### config.mk
export PLATFORM = sky130hd
export DESIGN_NAME = prog_loader
export DESIGN_NICKNAME = d
export VERILOG_FILES = /design/src/rtl/prog_loader_pkg.sv /design/src/rtl/loader_csum.sv /design/src/rtl/prog_loader.sv
export SDC_FILE = /design/constraint.sdc
export NUM_CORES = 1
export LEC_CHECK = 0
export ABC_AREA = 0
export CORE_ASPECT_RATIO = 1.75
export CORE_MARGIN = 2
export CORE_UTILIZATION = 49
export CTS_CLUSTER_SIZE = 25
export DETAILED_ROUTE_END_ITERATION = 8
export PLACE_DENSITY = 0.77
export REMOVE_ABC_BUFFERS = 1
export SLEW_MARGIN = 20
export SYNTH_ARGS = -nofsm -noshare
export SYNTH_HDL_FRONTEND = slang
export SYNTH_SLANG_ARGS = --single-unit
### constraint.sdc
create_clock -name clk -period 2.83 [get_ports clk]
set_clock_uncertainty 0.15 [all_clocks]
set_input_delay 0.4245 -clock clk [delete_from_list [all_inputs] [get_ports clk]]
set_output_delay 0.4245 -clock clk [all_outputs]
set_load 0.05 [all_outputs]
### src/rtl/prog_loader_pkg.sv
// Shared types for the program loader: FSM states, error codes and the default frame marker.
package prog_loader_pkg;

  typedef enum logic [2:0] {
    ST_IDLE     = 3'd0,
    ST_HDR_ADDR = 3'd1,
    ST_HDR_LEN  = 3'd2,
    ST_DATA     = 3'd3,
    ST_CSUM     = 3'd4,
    ST_VERIFY   = 3'd5,
    ST_RUN      = 3'd6,
    ST_ERR      = 3'd7
  } loader_state_e;

  typedef enum logic [1:0] {
    ERR_NONE     = 2'd0,
    ERR_CSUM     = 2'd1,
    ERR_READBACK = 2'd2
  } loader_err_e;

  localparam logic [7:0] SYNC_DEFAULT = 8'hA5;

  // A length byte of zero encodes a full 256-byte payload.
  function automatic logic [8:0] len_decode(input logic [7:0] len_byte);
    if (len_byte == 8'd0) begin
      len_decode = 9'd256;
    end else begin
      len_decode = {1'b0, len_byte};
    end
  endfunction

endpackage

### src/rtl/loader_csum.sv
// Mod-256 byte accumulator used for the frame checksum and the payload/readback sums.
module loader_csum
  import prog_loader_pkg::*;
(
  input  logic       clk,
  input  logic       reset,
  input  logic       clr,
  input  logic       add,
  input  logic [7:0] din,
  output logic [7:0] value
);

  logic [7:0] acc_r;

  // Running sum; clr restarts it and a same-cycle add becomes the first term.
  always_ff @(posedge clk or negedge reset) begin
    if (!reset) begin
      acc_r <= 8'd0;
    end else begin
      acc_r <= (clr ? 8'd0 : acc_r) + (add ? din : 8'd0);
    end
  end

  assign value = acc_r;

endmodule

### src/rtl/prog_loader.sv
// Framed-stream program loader: writes payload bytes to RAM and holds the CPU until the frame checks out.
// Define PROG_LOADER_READBACK_EN to re-read and re-sum the image from RAM before releasing the CPU.
module prog_loader
  import prog_loader_pkg::*;
#(
  parameter int         ADDR_W    = 8,
  parameter logic [7:0] SYNC_BYTE = SYNC_DEFAULT
)(
  input  logic              clk,
  input  logic              reset,
  input  logic [7:0]        in_data,
  input  logic              in_valid,
  output logic              in_ready,
  output logic [ADDR_W-1:0] mem_addr,
  output logic [7:0]        mem_wdata,
  output logic              mem_we,
  input  logic [7:0]        mem_rdata,
  output logic              cpu_hold,
  output logic              done,
  output logic              error,
  output logic [1:0]        err_code
);

  loader_state_e     state_r;
  loader_state_e     state_nx_s;
  logic              acc_s;
  logic              start_s;
  logic              csum_acc_s;
  logic              csum_ok_s;
  logic              fsum_add_s;
  logic              dsum_clr_s;
  logic              dsum_add_s;
  logic [7:0]        fsum_s;
  logic [7:0]        dsum_s;
  logic [7:0]        dsum_din_s;
  logic [ADDR_W-1:0] ptr_r;
  logic [ADDR_W-1:0] mem_addr_r;
  logic [8:0]        rem_r;
  logic [7:0]        mem_wdata_r;
  logic              mem_we_r;
  logic              in_ready_r;
  logic              cpu_hold_r;
  logic              done_r;
  logic              error_r;
  loader_err_e       err_code_r;
  logic              in_ready_nx_s;
  logic              cpu_hold_nx_s;
  logic              done_nx_s;
  logic              error_nx_s;
  loader_err_e       err_code_nx_s;
`ifdef PROG_LOADER_READBACK_EN
  logic [ADDR_W-1:0] base_r;
  logic [8:0]        len_r;
  logic [8:0]        rd_left_r;
  logic [8:0]        rcv_left_r;
  logic              rd_pend_r;
  logic              rdv_r;
  logic [7:0]        data_sum_r;
  logic              rb_last_s;
  logic              rb_ok_s;
`else
  logic              unused_s;
`endif

  assign acc_s      = in_valid & in_ready_r;
  assign start_s    = acc_s && (in_data == SYNC_BYTE) &&
                      (state_r inside {ST_IDLE, ST_RUN, ST_ERR});
  assign csum_acc_s = acc_s && (state_r == ST_CSUM);
  assign csum_ok_s  = ((fsum_s + in_data) == 8'd0);
  assign fsum_add_s = acc_s && (state_r inside {ST_HDR_ADDR, ST_HDR_LEN, ST_DATA});

`ifdef PROG_LOADER_READBACK_EN
  assign rb_last_s = (state_r == ST_VERIFY) && rdv_r && (rcv_left_r == 9'd1);
  assign rb_ok_s   = ((dsum_s + mem_rdata) == data_sum_r);
`else
  assign unused_s  = ^{mem_rdata, dsum_s};
`endif

  // Payload-sum controls: accumulates data bytes, then (with readback) the re-read bytes.
  always_comb begin
    dsum_clr_s = start_s;
    dsum_add_s = acc_s && (state_r == ST_DATA);
    dsum_din_s = in_data;
`ifdef PROG_LOADER_READBACK_EN
    if (state_r == ST_VERIFY) begin
      dsum_clr_s = 1'b0;
      dsum_add_s = rdv_r;
      dsum_din_s = mem_rdata;
    end else if (csum_acc_s) begin
      dsum_clr_s = 1'b1;
      dsum_add_s = 1'b0;
      dsum_din_s = in_data;
    end else begin
      dsum_din_s = in_data;
    end
`endif
  end

  loader_csum u_frame_sum (
    .clk   (clk),
    .reset (reset),
    .clr   (start_s),
    .add   (fsum_add_s),
    .din   (in_data),
    .value (fsum_s)
  );

  loader_csum u_data_sum (
    .clk   (clk),
    .reset (reset),
    .clr   (dsum_clr_s),
    .add   (dsum_add_s),
    .din   (dsum_din_s),
    .value (dsum_s)
  );

  // FSM state register.
  always_ff @(posedge clk or negedge reset) begin
    if (!reset) begin
      state_r <= ST_IDLE;
    end else begin
      state_r <= state_nx_s;
    end
  end

  // FSM next-state logic.
  always_comb begin
    state_nx_s = state_r;
    case (state_r)
      ST_IDLE, ST_RUN, ST_ERR: begin
        if (start_s) begin
          state_nx_s = ST_HDR_ADDR;
        end else begin
          state_nx_s = state_r;
        end
      end
      ST_HDR_ADDR: begin
        if (acc_s) begin
          state_nx_s = ST_HDR_LEN;
        end else begin
          state_nx_s = ST_HDR_ADDR;
        end
      end
      ST_HDR_LEN: begin
        if (acc_s) begin
          state_nx_s = ST_DATA;
        end else begin
          state_nx_s = ST_HDR_LEN;
        end
      end
      ST_DATA: begin
        if (acc_s && (rem_r == 9'd1)) begin
          state_nx_s = ST_CSUM;
        end else begin
          state_nx_s = ST_DATA;
        end
      end
      ST_CSUM: begin
        if (!acc_s) begin
          state_nx_s = ST_CSUM;
        end else if (csum_ok_s) begin
`ifdef PROG_LOADER_READBACK_EN
          state_nx_s = ST_VERIFY;
`else
          state_nx_s = ST_RUN;
`endif
        end else begin
          state_nx_s = ST_ERR;
        end
      end
`ifdef PROG_LOADER_READBACK_EN
      ST_VERIFY: begin
        if (!rb_last_s) begin
          state_nx_s = ST_VERIFY;
        end else if (rb_ok_s) begin
          state_nx_s = ST_RUN;
        end else begin
          state_nx_s = ST_ERR;
        end
      end
`endif
      default: state_nx_s = ST_IDLE;
    endcase
  end

  // FSM output logic: next values of the status outputs, decided on state transitions.
  always_comb begin
    cpu_hold_nx_s = cpu_hold_r;
    done_nx_s     = done_r;
    error_nx_s    = error_r;
    err_code_nx_s = err_code_r;
    in_ready_nx_s = (state_nx_s != ST_VERIFY);
    if (start_s) begin
      cpu_hold_nx_s = 1'b1;
      done_nx_s     = 1'b0;
      error_nx_s    = 1'b0;
      err_code_nx_s = ERR_NONE;
    end else if ((state_nx_s == ST_RUN) && (state_r != ST_RUN)) begin
      cpu_hold_nx_s = 1'b0;
      done_nx_s     = 1'b1;
      error_nx_s    = 1'b0;
      err_code_nx_s = ERR_NONE;
    end else if ((state_nx_s == ST_ERR) && (state_r != ST_ERR)) begin
      cpu_hold_nx_s = 1'b1;
      done_nx_s     = 1'b0;
      error_nx_s    = 1'b1;
      err_code_nx_s = (state_r == ST_VERIFY) ? ERR_READBACK : ERR_CSUM;
    end else begin
      cpu_hold_nx_s = cpu_hold_r;
    end
  end

  // Status output registers.
  always_ff @(posedge clk or negedge reset) begin
    if (!reset) begin
      in_ready_r <= 1'b0;
      cpu_hold_r <= 1'b1;
      done_r     <= 1'b0;
      error_r    <= 1'b0;
      err_code_r <= ERR_NONE;
    end else begin
      in_ready_r <= in_ready_nx_s;
      cpu_hold_r <= cpu_hold_nx_s;
      done_r     <= done_nx_s;
      error_r    <= error_nx_s;
      err_code_r <= err_code_nx_s;
    end
  end

  // RAM port and frame bookkeeping: header capture, write pipeline and readback sequencing.
  always_ff @(posedge clk or negedge reset) begin
    if (!reset) begin
      ptr_r       <= '0;
      rem_r       <= 9'd0;
      mem_addr_r  <= '0;
      mem_wdata_r <= 8'd0;
      mem_we_r    <= 1'b0;
`ifdef PROG_LOADER_READBACK_EN
      base_r      <= '0;
      len_r       <= 9'd0;
      rd_left_r   <= 9'd0;
      rcv_left_r  <= 9'd0;
      rd_pend_r   <= 1'b0;
      rdv_r       <= 1'b0;
      data_sum_r  <= 8'd0;
`endif
    end else begin
      mem_we_r <= 1'b0;
      case (state_r)
        ST_HDR_ADDR: begin
          if (acc_s) begin
            ptr_r  <= ADDR_W'(in_data);
`ifdef PROG_LOADER_READBACK_EN
            base_r <= ADDR_W'(in_data);
`endif
          end
        end
        ST_HDR_LEN: begin
          if (acc_s) begin
            rem_r <= len_decode(in_data);
`ifdef PROG_LOADER_READBACK_EN
            len_r <= len_decode(in_data);
`endif
          end
        end
        ST_DATA: begin
          if (acc_s) begin
            mem_we_r    <= 1'b1;
            mem_addr_r  <= ptr_r;
            mem_wdata_r <= in_data;
            ptr_r       <= ptr_r + ADDR_W'(1);
            rem_r       <= rem_r - 9'd1;
          end
        end
`ifdef PROG_LOADER_READBACK_EN
        ST_CSUM: begin
          // First read address goes out in the first VERIFY cycle.
          if (acc_s) begin
            mem_addr_r <= base_r;
            ptr_r      <= base_r + ADDR_W'(1);
            rd_left_r  <= len_r - 9'd1;
            rcv_left_r <= len_r;
            rd_pend_r  <= 1'b1;
            rdv_r      <= 1'b0;
            data_sum_r <= dsum_s;
          end
        end
        ST_VERIFY: begin
          rdv_r <= rd_pend_r;
          if (rd_left_r != 9'd0) begin
            mem_addr_r <= ptr_r;
            ptr_r      <= ptr_r + ADDR_W'(1);
            rd_left_r  <= rd_left_r - 9'd1;
            rd_pend_r  <= 1'b1;
          end else begin
            rd_pend_r  <= 1'b0;
          end
          if (rdv_r) begin
            rcv_left_r <= rcv_left_r - 9'd1;
          end
        end
`endif
        default: begin
          mem_we_r <= 1'b0;
        end
      endcase
    end
  end

  assign in_ready  = in_ready_r;
  assign mem_addr  = mem_addr_r;
  assign mem_wdata = mem_wdata_r;
  assign mem_we    = mem_we_r;
  assign cpu_hold  = cpu_hold_r;
  assign done      = done_r;
  assign error     = error_r;
  assign err_code  = err_code_r;

endmodule

=== Word-level counts from Yosys, hierarchy flattened ===
Cells that the tools add are included.

* Equal/unequal tests: 17
* Reduce and logical (&&, ||, !) cells: 18
* Add/sub/neg operators: 4
* Bitwise gates (word level): 1
* Muxes and demuxes: 29

{| class="wikitable"
|+ Operators with widths
! operator !! count
|-
| $mux W8 || 4
|-
| $mux W9 || 3
|-
| $eq A3 B3 Y1 const B || 6
|-
| $pmux W9 S2 || 1
|-
| $add A8 B8 Y8 || 2
|-
| $logic_not A8 Y1 || 2
|-
| $pmux W8 S2 || 1
|-
| $pmux W3 S5 || 1
|-
| $mux W2 || 6
|-
| $mux W1 || 11
|-
| $eq A9 B1 Y1 const B || 1
|-
| $ne A3 B3 Y1 const B || 3
|-
| $reduce_bool A3 Y1 || 3
|-
| $sub A9 B1 Y9 const B || 1
|-
| $add A8 B1 Y8 const B || 1
|-
| $eq A8 B8 Y1 const B || 1
|-
| $eq A3 B2 Y1 const B || 2
|-
| $logic_and A1 B1 Y1 || 6
|-
| $mux W3 || 2
|-
| $ne A2 B2 Y1 const B || 3
|-
| $reduce_and A3 Y1 || 2
|-
| $reduce_bool A2 Y1 || 2
|-
| $eq A3 B1 Y1 const B || 1
|-
| $logic_not A3 Y1 || 1
|-
| 3 further kinds || 3
|}

* Register bits: 51
* Logic and storage cells: 81
* Output and inout bits: 23
* Input bits: 19

=== Longest topological paths before layout ===
Gate-level depths: netlist of the first run.

* Depth in word-level cells: 10
* Gate-level depth with buffers: 14
* Mapped depth without buffers: 12

=== By module ===
Synthesis of the first run repeated with hierarchy kept, for this count alone.

* Cell total of the unflattened synthesis: 322
* Area, all modules: 3059.2 um^2

{| class="wikitable"
|+ Modules (own cells, without submodules)
! module !! cells an instance !! seq. area each (um^2) !! times used !! area each (um^2)
|-
| prog_loader || 259 || 1077.3 || 1 || 2462.4
|-
| loader_csum || 63 || 200.2 || 1 || 596.8
|}

=== Worst setup path before layout of the first run ===
OpenSTA, ideal clock, no wires.

* Kind: input to register
* Start point: in in_data[6]
* End point: reg u_frame_sum.acc_r[7] (netlist: u_frame_sum.value[7])
* Setup slack: -0.415 ns
* Library setup time: 0.134 ns
* Data arrival time: 2.961 ns
* Data required time: 2.546 ns
* Buffers on the path: 1
* Stages: 11
* Cell sequence: or4_1 -> a2111oi_4 -> buf_4 -> nand2b_1 -> inv_1 -> ha_1 -> a21o_1 -> a21oi_1 -> o21ai_0 -> o41ai_1 -> xnor2_1

* Word-level cells in the longest chain between the ends: 5
* Elaborated cells on any way between the ends: 6
* Classes of those cells: add/sub: 1; eq/ne: 1; mux: 2; reduce/logical: 2

{| class="wikitable"
|+ RTL lines
! what !! RTL line !! RTL
|-
| from (decl) || prog_loader.sv:11 || <nowiki>input logic [7:0] in_data,</nowiki>
|-
| $eq A8 B8 Y1 || prog_loader.sv:66 || <nowiki>assign start_s = acc_s && (in_data == SYNC_BYTE) &&</nowiki>
|-
| $logic_and A1 B1 Y1 (2 in series) || prog_loader.sv:66 ||
|-
| $mux W8 || loader_csum.sv:20 || <nowiki>acc_r <= (clr ? 8'd0 : acc_r) + (add ? din : 8'd0);</nowiki>
|-
| $add A8 B8 Y8 (*) || loader_csum.sv:20 ||
|-
| to (signal assigned) || loader_csum.sv:20 ||
|-
| to (decl) || loader_csum.sv:13 || <nowiki>logic [7:0] acc_r;</nowiki>
|}

Mark *: on every way between the ends. The rest lies on a longest branch, timed or not.
A chain may end at the register's enable or synchronous reset.

=== Worst setup path in the final report of the first run ===
* Start point: in in_valid
* End point: reg u_frame_sum.acc_r[6] (netlist: u_frame_sum.value[6])

* Word-level cells in the longest chain between the ends: 5
* Elaborated cells on any way between the ends: 7
* Classes of those cells: add/sub: 1; mux: 2; bitwise: 1; reduce/logical: 3

{| class="wikitable"
|+ RTL lines
! what !! RTL line !! RTL
|-
| from (decl) || prog_loader.sv:12 || <nowiki>input logic in_valid,</nowiki>
|-
| $and A1 B1 Y1 (*) || prog_loader.sv:65 || <nowiki>assign acc_s = in_valid & in_ready_r;</nowiki>
|-
| $logic_and A1 B1 Y1 (2 in series) || prog_loader.sv:66 ||
|-
| $mux W8 || loader_csum.sv:20 ||
|-
| $add A8 B8 Y8 (*) || loader_csum.sv:20 ||
|}

Marks and branches as above.

==> summary.txt, run 1 <==
Setup path
  – R2R cell count: 13
  – Reg-to-Reg End: u_frame_sum.value[6]
  – Worst Path Class, Setup: primary input to flip-flop
  – CP max stage delay: 0.47 ns
  – Crit start category: primary input
  – Crit path max fanout: 3
  – Reg2Reg Launch Point: state_r[2]
  – Crit-path slowest cell: clkdlybuf4s50_1
  – Critical path, cell by cell: clkdlybuf4s50_1, nand2_1, buf_6, a2111oi_4, buf_6, nor2b_1, ha_1, inv_1, fa_2, nor2b_1, o21ai_1, a21boi_1, o21a_1, nor2_1, xnor2_1
  – R2R Setup Slk: 0.04 ns
  – Required @ worst endpoint: 2.93 ns
  – WP data arrival: 2.89 ns
  – CP endpoint kind: flip-flop

Pwr
  – Peak VDD IR: 0.418 mV
  – Tot Pwr: 3000 uW
  – Cell Pwr Density: 785 mW/mm^2
  – Lkg Pwr: 0.00179 uW

GRT
  – Pin count of the biggest net entering global routing: 52
  – GRT Residual Overflow: 0
  – Total GRT Usage: 24.2%
  – Antenna violations before repair: 0
  – First-pass GRT wire length: 12,700 microns
  – Vias in the first global route: 2,799

Finish
  – Share of cells above drive strength 1: 23.0%
  – Commonest non-fill, non-tap cell in the layout: dfrtp_1
  – Layout Nets: 420
  – Post-layout util: 65.5%
  – Antenna cells: 0
  – Area Growth Syn to Fin: 29.4%
  – Sequential standard cell area: 0.00128 sq mm
  – Commonest non-fill, non-tap cells in the layout: dfrtp_1 (50), buf_4 (40), nor2_1 (39)
  – Multi-input gate area: 0.00166 sq mm
  – Fillers: 509
  – Final instance area: 0.00382 sq mm

Place
  – Placed cell areas: 0.00361 sq mm
  – Port Buffers: 33
  – Worst slack at placement: -0.757 ns
  – Placer Congestion: 0.865
  – Detail Placement HPWL: 5450 microns

Die
  – Die width: 62.7 microns
  – Die Ht: 107 microns
  – Die area: 0.00669 sq mm
  – Row count: 37
  – Core area: 0.00583 sq mm
  – Num ports: 42
  – Starting Density: 50.6%

Detailed routing
  – Iteration count of the initial detailed-routing pass: 4
  – DR WL/cell: 16.2 microns
  – Via count: 2,642
  – Vias/cell: 5.73
  – DRT iter0 DRCs: 118
  – Routed Antenna Nets: 0
  – Drt drc: 0
  – Routed WL: 7470 microns

Yosys
  – Number of flops mapped to enable cells by yosys: 0
  – Async S/R FF share, synth: 100%
  – Synth Cell Area: 0.00295 sq mm
  – FF+latch count, synth: 51
  – Avg Inst Size Synth: 9.55 sq um
  – Library cells used by synthesis: 48
  – Post-Synthesis Cells: 309
  – Synth warn: 0
  – Post-synth top flop: dfrtp_1
  – Register area share after synthesis: 43.3%

STA
  – Crit path time final: 2.80 ns
  – Final setup viols: 0
  – Slew HR: 56.3%
  – Ratio of final minimum period to clock period: 98.8%
  – Slew Limit Fails: 0
  – Total Neg Setup Slack: 0 ns
  – Max frequency: 0.357 GHz
  – RSZ-0062 raised after global routing: yes
  – Least-Margin Pin Slew: 0.655 ns
  – Hold Vio Cnt, Final: 0
  – Final WS setup: 0.0328 ns

Flow run
  – Max-cap viol count: 0

Status
  – Status: finished, final reports clean

Min path
  – Hold Path Class: primary input to async pin

CTS
  – Cts bufs inserted: 5
  – CTS tree: yes
  – Longest Clk Path Bufs: 2
  – Worst-path clk slew: 0.10 ns
  – Hold Buf Count CTS: 0
  – Clk Latency, worst-skew pair: 0.32 ns
  – Clock root cell: clkbuf_8
  – Clock net sink count: 51
  – H-tree depth: 2
-- flip-flops by register name, summed over array words and instances (netlist names) --
signal,flops
rem_r,9
err_code,2
in_ready,1
cpu_hold,1
error,1
state_r,3
ptr_r,8
done,1
u_frame_sum.value,8
mem_addr,8
mem_wdata,8
mem_we,1
-- routing by layer --
metal  track usage, %  up-vias  share of wire (%)
li1                 -     1243                  -
met2             45.5       96                 55
met4             13.8        0                4.9
met3             3.67       29                4.2
met5                0        -                  0
met1             25.1     1274                 36
-- Yosys cell counts, drive strengths merged (2+ instances only) --
cell     n  area, sq um
o22a     4         35.0
xnor2    9         78.8
o21ai   26          134
a211o    2         17.5
a21oi   25          125
nor3    10         50.1
a21o     3         22.5
ha      17          213
a31oi    6         37.5
nor2b    9         56.3
and2     8         50.1
nor3b    3         22.5
fa       2         40.0
mux2i    3         30.0
nor2    40          153
or3      3         18.8
nor4     4         31.3
xor2     2         17.5
and3     5         31.3
nand2   16         60.1
nand2b   3         18.8
dfrtp   50         1250
nand3    5         25.0
clkbuf   7         26.3
buf      3         20.0
or4      2         15.0
inv     11         41.3
mux2    16          180
-- cells by family (layout without fill, tap and decap cells) --
logic type                 Yosys count  after routing  share of synthesized area (%)
adders and majority gates           19             19                           8.56
xor gates and xnor gates            11             11                           3.26
and+or+nand+nor                    110            110                           18.4
other                                1              1                          0.127
AOI/OAI and AO/OA                   77             77                           16.2
buffers and inverters               21             95                           2.97
DFF                                 51             51                           43.3
muxes                               19             19                           7.12
-- how the worst max path moves through the flow --
| stage | slack [ns] | start | end |
|---|---|---|---|
| floorplan | -0.48 | in_data[6] | u_frame_sum.value[7] |
| detailed placement | -0.76 | in_data[6] | u_frame_sum.value[6] |
| finish | 0.03 | in_valid | u_frame_sum.value[6] |
| CTS | 0.02 | state_r[0] | u_frame_sum.value[7] |
| global placement | -0.66 | in_data[6] | u_frame_sum.value[6] |
| global route | -0.07 | state_r[0] | u_frame_sum.value[6] |
-- cell type report --
cell class | count | share of cell area [%]
timing repair buffer | 76 | 17.1
clock buffer | 5 | 1.80
sequential | 51 | 33.4
tap | 78 | 2.55
inverter | 11 | 1.08
clock inverter | 3 | 0.688
multi-input combinational | 237 | 43.3
-- critical path: cells and delay by family --
family                     cells  cell delay (ns)
AOI/OAI and AO/OA              4             0.79
xor gates and xnor gates       1             0.12
adders and majority gates      2             0.41
buffers and inverters          4             0.85
and+or+nand+nor                4             0.29
-- repair_timing --
action	in CTS	in global routing
gates resized for setup	22	4
buffers inserted	6	0
setup endpoints to repair	10	5
pin swaps	15	5
-- power breakdown --
| group | internal (uW) | switching [uW] |
|---|---|---|
| sequential | 945 | 202 |
| clock | 183 | 281 |
| combinational | 636 | 752 |
-- stage by stage --
step	hold WS, ns	std cells
2_1_floorplan	-0.0211	299
6_report	0.0521	461
4_1_cts	0.0805	461
5_1_grt	0.102	461
3_5_place_dp	0.327	447
3_3_place_gp	0.318	447
Power figures use the tool's default switching activity.
==> run 2, diff against run 1 <==
--- a/config.mk
+++ b/config.mk
@@ -12,6 +12,7 @@
 export CTS_CLUSTER_SIZE = 25
 export DETAILED_ROUTE_END_ITERATION = 8
 export PLACE_DENSITY = 0.77
+export RECOVER_POWER = 100
 export REMOVE_ABC_BUFFERS = 1
 export SLEW_MARGIN = 20
 export SYNTH_ARGS = -nofsm -noshare
==> run 2 against run 1 <==
Compared with the run above: maximum frequency about the same; worst setup slack about the same; highest routed layer unchanged; cell count unchanged; via count about the same; non-clock buffer count unchanged; wire length about the same; hold slack better by 0.25 ns; critical path type unchanged; critical endpoint unchanged; register-to-register slack about the same; sequential share of layout area about the same; critical path depth unchanged; clock-buffer cell count unchanged.
==> summary.txt, run 2 (same netlist as run 1, synthesis figures left out) <==
Die
  – Die area: 0.00669 sq mm
  – Core area: 0.00583 sq mm
  – Die Ht: 107 microns
  – Die width: 62.7 microns
  – Row count: 37
  – Starting Density: 50.6%
  – Num ports: 42

CTS
  – H-tree depth: 2
  – Clock net sink count: 51
  – Longest Clk Path Bufs: 2
  – Clk Latency, worst-skew pair: 0.32 ns
  – Cts bufs inserted: 5
  – CTS tree: yes
  – Worst-path clk slew: 0.10 ns
  – Clock root cell: clkbuf_8

STA
  – Final setup viols: 0
  – Least-Margin Pin Slew: 1.48 ns
  – Max frequency: 0.358 GHz
  – Crit path time final: 2.80 ns
  – RSZ-0062 raised after global routing: yes
  – Ratio of final minimum period to clock period: 98.8%
  – Hold Vio Cnt, Final: 0
  – Slew HR: 1.23%
  – Hold_ws: 0.298 ns
  – Slew Limit Fails: 0

Finish
  – Area Growth Syn to Fin: 29.3%
  – Share of cells above drive strength 1: 22.7%
  – Commonest non-fill, non-tap cells in the layout: dfrtp_1 (50), nor2_1 (39), buf_4 (39)
  – Largest Register: rem_r
  – Post-Layout Cell Count: 461
  – Layout Nets: 420
  – Max FFs per register: 9
  – Antenna cells: 0
  – Commonest non-fill, non-tap cell in the layout: dfrtp_1
  – Final instance area: 0.00382 sq mm
  – Fillers: 510

Detailed routing
  – DR WL/cell: 16.2 microns
  – DRT iter0 DRCs: 118
  – Routed Antenna Nets: 0
  – Routed WL: 7470 microns
  – Iteration count of the initial detailed-routing pass: 4
  – Vias/cell: 5.73
  – Via count: 2,641
  – Drt drc: 0

Status
  – Status: finished, final reports clean

Pwr
  – Sequential cell fraction of total power: 38.3%
  – Tot Pwr: 3000 uW
  – Peak VDD IR: 0.418 mV
  – Lkg Pwr: 0.00179 uW
  – Cell Pwr Density: 785 mW/mm^2
  – Power share of the clock group: 15.5%
  – Switching share of power: 41.2%
  – Logic gate share of total power: 46.3%
  – Psw: 1240 uW
  – Internal Power: 1760 uW

GRT
  – Pin count of the biggest net entering global routing: 52
  – GRT Residual Overflow: 0
  – Total GRT Usage: 24.2%
  – Vias in the first global route: 2,799
  – First-pass GRT wire length: 12,700 microns
  – Antenna violations before repair: 0

Setup path
  – Crit path max fanout: 3
  – Crit-path slowest cell: clkdlybuf4s50_1
  – Crit start category: primary input
  – R2R Setup Slk: 0.04 ns
  – Reg2Reg Launch Point: state_r[2]
  – WP data arrival: 2.89 ns
  – Critical path, cell by cell: clkdlybuf4s50_1, nand2_1, buf_6, a2111oi_4, buf_6, nor2b_1, ha_1, inv_1, fa_2, nor2b_1, o21ai_1, a21boi_1, o21a_1, nor2_1, xnor2_1
  – CP max stage delay: 0.47 ns
  – R2R cell count: 13
  – Reg-to-Reg End: u_frame_sum.value[6]
  – Worst Path Class, Setup: primary input to flip-flop
  – Crit path from: in_valid
  – Required @ worst endpoint: 2.93 ns
  – CP endpoint kind: flip-flop
  – CP endpoint: u_frame_sum.value[6]

Place
  – Placed cell areas: 0.00361 sq mm
  – Port Buffers: 33
  – Placer Congestion: 0.865
  – Placed Instances: 447
  – Detail Placement HPWL: 5450 microns

Flow run
  – Max-cap viol count: 0

Min path
  – Hold Path Class: primary input to async pin
run 2: cell count changes in the layout (fill, tap and decap cells not counted):
cell / change
clkbuf_2: +1
buf_4: -1
or2_2: -1
or2_0: +1
run 2: how the worst min path moves through the flow:
stage / to / slack [ns]
detailed placement: error / 0.33
global route: err_code[0] / 0.35
CTS: ptr_r[3] / 0.08
global placement: err_code[0] / 0.32
finish: state_r[2] / 0.30
floorplan: done / -0.02
run 2: routing by layer:
| layer | up-vias | track usage [%] | share of wire (%) |
|---|---|---|---|
| met5 | - | 0 | 0 |
| met2 | 96 | 45.5 | 55 |
| met3 | 29 | 3.67 | 4.1 |
| met1 | 1274 | 25.1 | 36 |
| met4 | 0 | 13.8 | 4.9 |
| li1 | 1242 | - | - |
run 2: worst max-delay path: cells and delay by family:
family	cells	cell delay, ns
AO/OA/AOI/OAI	4	0.79
adder cells (fa/ha/maj)	2	0.41
AND/OR/NAND/NOR	4	0.29
XOR/XNOR	1	0.12
buffers and inverters	4	0.85
run 2: what timing repair did:
item,CTS,global route
buffers inserted,6,0
setup endpoints to repair,10,5
hold buffers,0,0
endpoints found under the hold margin,0,0
pin swaps,15,5
gates resized for setup,22,4
run 2: power groups by stage:
stage          Sequential, uW  Combinational [uW]  Clock [uW]
6_report                 1150                1390         464
3_5_place_dp             1150                1290           0
2_1_floorplan            1280                 709           0
5_1_grt                  1180                1520         495
3_3_place_gp             1140                1250           0
4_1_cts                  1140                1370         469
run 2: cell type report:
cell class / instances / area [sq um] / area share, %
tap: 78 / 97.6 / 2.56
timing repair buffer: 76 / 651 / 17.0
clock inverter: 3 / 26.3 / 0.688
multi-input combinational: 237 / 1660 / 43.4
inverter: 11 / 41.3 / 1.08
sequential: 51 / 1280 / 33.5
clock buffer: 5 / 68.8 / 1.80
run 2: per-stage QoR:
| step | utilization [%] | worst slack, ns | TNS, ns |
|---|---|---|---|
| finish | 65.4 | 0.0329 | 0 |
| global route | 65.4 | -0.0716 | -0.0716 |
| CTS | 65.2 | 0.0226 | 0 |
| detailed placement | 61.8 | -0.757 | -5.24 |
| global placement | 61.8 | -0.661 | -4.34 |
| floorplan | - | -0.476 | -1.01 |
==> run 3, diff against run 2 <==
--- a/config.mk
+++ b/config.mk
@@ -11,7 +11,7 @@
 export CORE_UTILIZATION = 49
 export CTS_CLUSTER_SIZE = 25
 export DETAILED_ROUTE_END_ITERATION = 8
-export PLACE_DENSITY = 0.77
+export PLACE_DENSITY = 0.86
 export RECOVER_POWER = 100
 export REMOVE_ABC_BUFFERS = 1
 export SLEW_MARGIN = 20
==> run 3 against run 2 <==
Compared with the run above: critical path depth fell by 1; maximum frequency fell by 0.63%; die area did not move; non-clock buffer count did not move; cell count did not move; clock-buffer cell count rose by 2; global-route usage fell by 1.3 points; flip-flop and latch count did not move; core utilization fell by 0.34 points; critical path type unchanged; largest cell class unchanged; largest power group unchanged.
==> summary.txt, run 3 (same netlist as run 1, synthesis figures left out) <==
Die
  – Row count: 37
  – Core area: 0.00583 sq mm
  – Num ports: 42
  – Die width: 62.7 microns
  – Die Ht: 107 microns
  – Starting Density: 50.6%
  – Die area: 0.00669 sq mm

STA
  – Slew Limit Fails: 0
  – Ratio of final minimum period to clock period: 99.5%
  – Max frequency: 0.355 GHz
  – Hold Vio Cnt, Final: 0
  – Hold_ws: 0.293 ns
  – Least-Margin Pin Slew: 0.932 ns
  – RSZ-0062 raised after global routing: yes
  – Crit path time final: 2.81 ns
  – Final setup viols: 0
  – Slew HR: 37.9%
  – Final WS setup: 0.0152 ns

Setup path
  – Crit-path slowest cell: or4_4
  – WP data arrival: 2.90 ns
  – R2R cell count: 9
  – CP max stage delay: 0.57 ns
  – Required @ worst endpoint: 2.92 ns
  – Crit start category: primary input
  – Crit path from: in_data[1]
  – Worst Path Class, Setup: primary input to flip-flop
  – Reg2Reg Launch Point: u_frame_sum.value[0]
  – Crit path max fanout: 3
  – Critical path, cell by cell: dlygate4sd2_1, or4_4, a2111oi_4, buf_6, nor2b_1, ha_2, inv_2, fa_2, nor2b_2, o21ai_1, a21boi_1, o21a_1, nor2_2, xnor2_1
  – CP endpoint kind: flip-flop

Status
  – Status: finished, final reports clean

Detailed routing
  – DRT iter0 DRCs: 156
  – Drt drc: 0
  – Vias/cell: 5.72
  – Routed WL: 7520 microns
  – Via count: 2,637
  – Iteration count of the initial detailed-routing pass: 4
  – Routed Antenna Nets: 0
  – DR WL/cell: 16.3 microns

Pwr
  – Cell Pwr Density: 772 mW/mm^2
  – Tot Pwr: 2930 uW
  – Peak VDD IR: 0.425 mV
  – Lkg Pwr: 0.00177 uW

Finish
  – Layout Nets: 420
  – Post-Layout Cell Count: 461
  – Post-layout util: 65.1%
  – Share of cells above drive strength 1: 22.7%
  – Commonest non-fill, non-tap cell in the layout: dfrtp_1
  – Multi-input gate area: 0.00165 sq mm
  – Antenna cells: 0
  – Commonest non-fill, non-tap cells in the layout: dfrtp_1 (50), buf_4 (40), nor2_1 (38)
  – Area Growth Syn to Fin: 28.7%
  – Largest Register: rem_r
  – Sequential standard cell area: 0.00128 sq mm
  – Fillers: 474
  – Max FFs per register: 9

Min path
  – Worst hold stages: 3
  – Hold Path Class: primary input to flip-flop
  – Min-delay src: in_data[0]

GRT
  – Total GRT Usage: 22.9%
  – Vias in the first global route: 2,618
  – GRT Residual Overflow: 0
  – Antenna violations before repair: 0
  – Pin count of the biggest net entering global routing: 36
  – First-pass GRT wire length: 12,000 microns

Place
  – Detail Placement HPWL: 5530 microns
  – Worst slack at placement: -0.833 ns
  – Placer Congestion: 0.876
  – Placed Instances: 446
  – Port Buffers: 33

CTS
  – H-tree depth: 2
  – Cts bufs inserted: 5
  – CTS tree: yes
  – Clock root cell: clkbuf_8
  – Clk Latency, worst-skew pair: 0.31 ns
  – Worst-path clk slew: 0.09 ns
  – Clock net sink count: 51
  – Longest Clk Path Bufs: 2

Flow run
  – Max-cap viol count: 0
==> run 3: power by group <==
group,internal (uW),total (uW),switching (uW),leakage (uW)
logic,606,1340,737,0.00107
clock network,201,440,239,0.0000484
registers,946,1150,204,0.000656
total,1750,2930,1180,0.00177
==> run 3: worst max-delay path, delay by kind of cell <==
family / cells / cell delay [ns]
AND/OR/NAND/NOR: 4 / 0.76
AO/OA/AOI/OAI: 4 / 0.70
buffers and inverters: 3 / 0.48
adder cells (fa/ha/maj): 2 / 0.41
XOR/XNOR: 1 / 0.11
==> run 3: cell type report <==
| class | count | share of cell area [%] |
|---|---|---|
| Multi-Input combinational cell | 237 | 43.3 |
| Sequential cell | 51 | 33.6 |
| Timing Repair Buffer | 76 | 16.9 |
| Tap cell | 78 | 2.57 |
| Clock buffer | 7 | 2.27 |
| Inverter | 11 | 1.09 |
| Clock inverter | 1 | 0.231 |
==> run 3: worst paths after layout <==
kind                                         to  slack [ns]
min in group asynchronous            state_r[1]        0.61
max in group asynchronous                mem_we        0.59
max reg2reg                          state_r[0]        0.04
max                        u_frame_sum.value[6]        0.02
min                                    ptr_r[0]        0.29
min reg2reg                         err_code[1]        0.35
==> run 3: stage by stage <==
step / setup TNS (ns) / cell area [sq um]
2_1_floorplan: -1.01 / 2910
3_3_place_gp: -5.04 / 3600
3_5_place_dp: -5.58 / 3600
4_1_cts: 0 / 3760
5_1_grt: -0.145 / 3800
6_report: 0 / 3800
==> run 3: timing repair <==
| action | in CTS | in global routing |
|---|---|---|
| resized for setup | 16 | 12 |
| setup buffers | 3 | 3 |
| endpoints found under the hold margin | 15 | 0 |
| hold buffers | 1 | 0 |
| setup endpoints to repair | 8 | 3 |
| pin swaps | 9 | 12 |
==> run 3: per-layer routing <==
layer / vias up / track usage (%) / routed length [microns]
li1: 1240 / - / -
met1: 1276 / 23.6 / 2660
met2: 91 / 42.2 / 4160
met3: 30 / 3.25 / 293
met4: 0 / 15.4 / 405
met5: - / 0 / 0
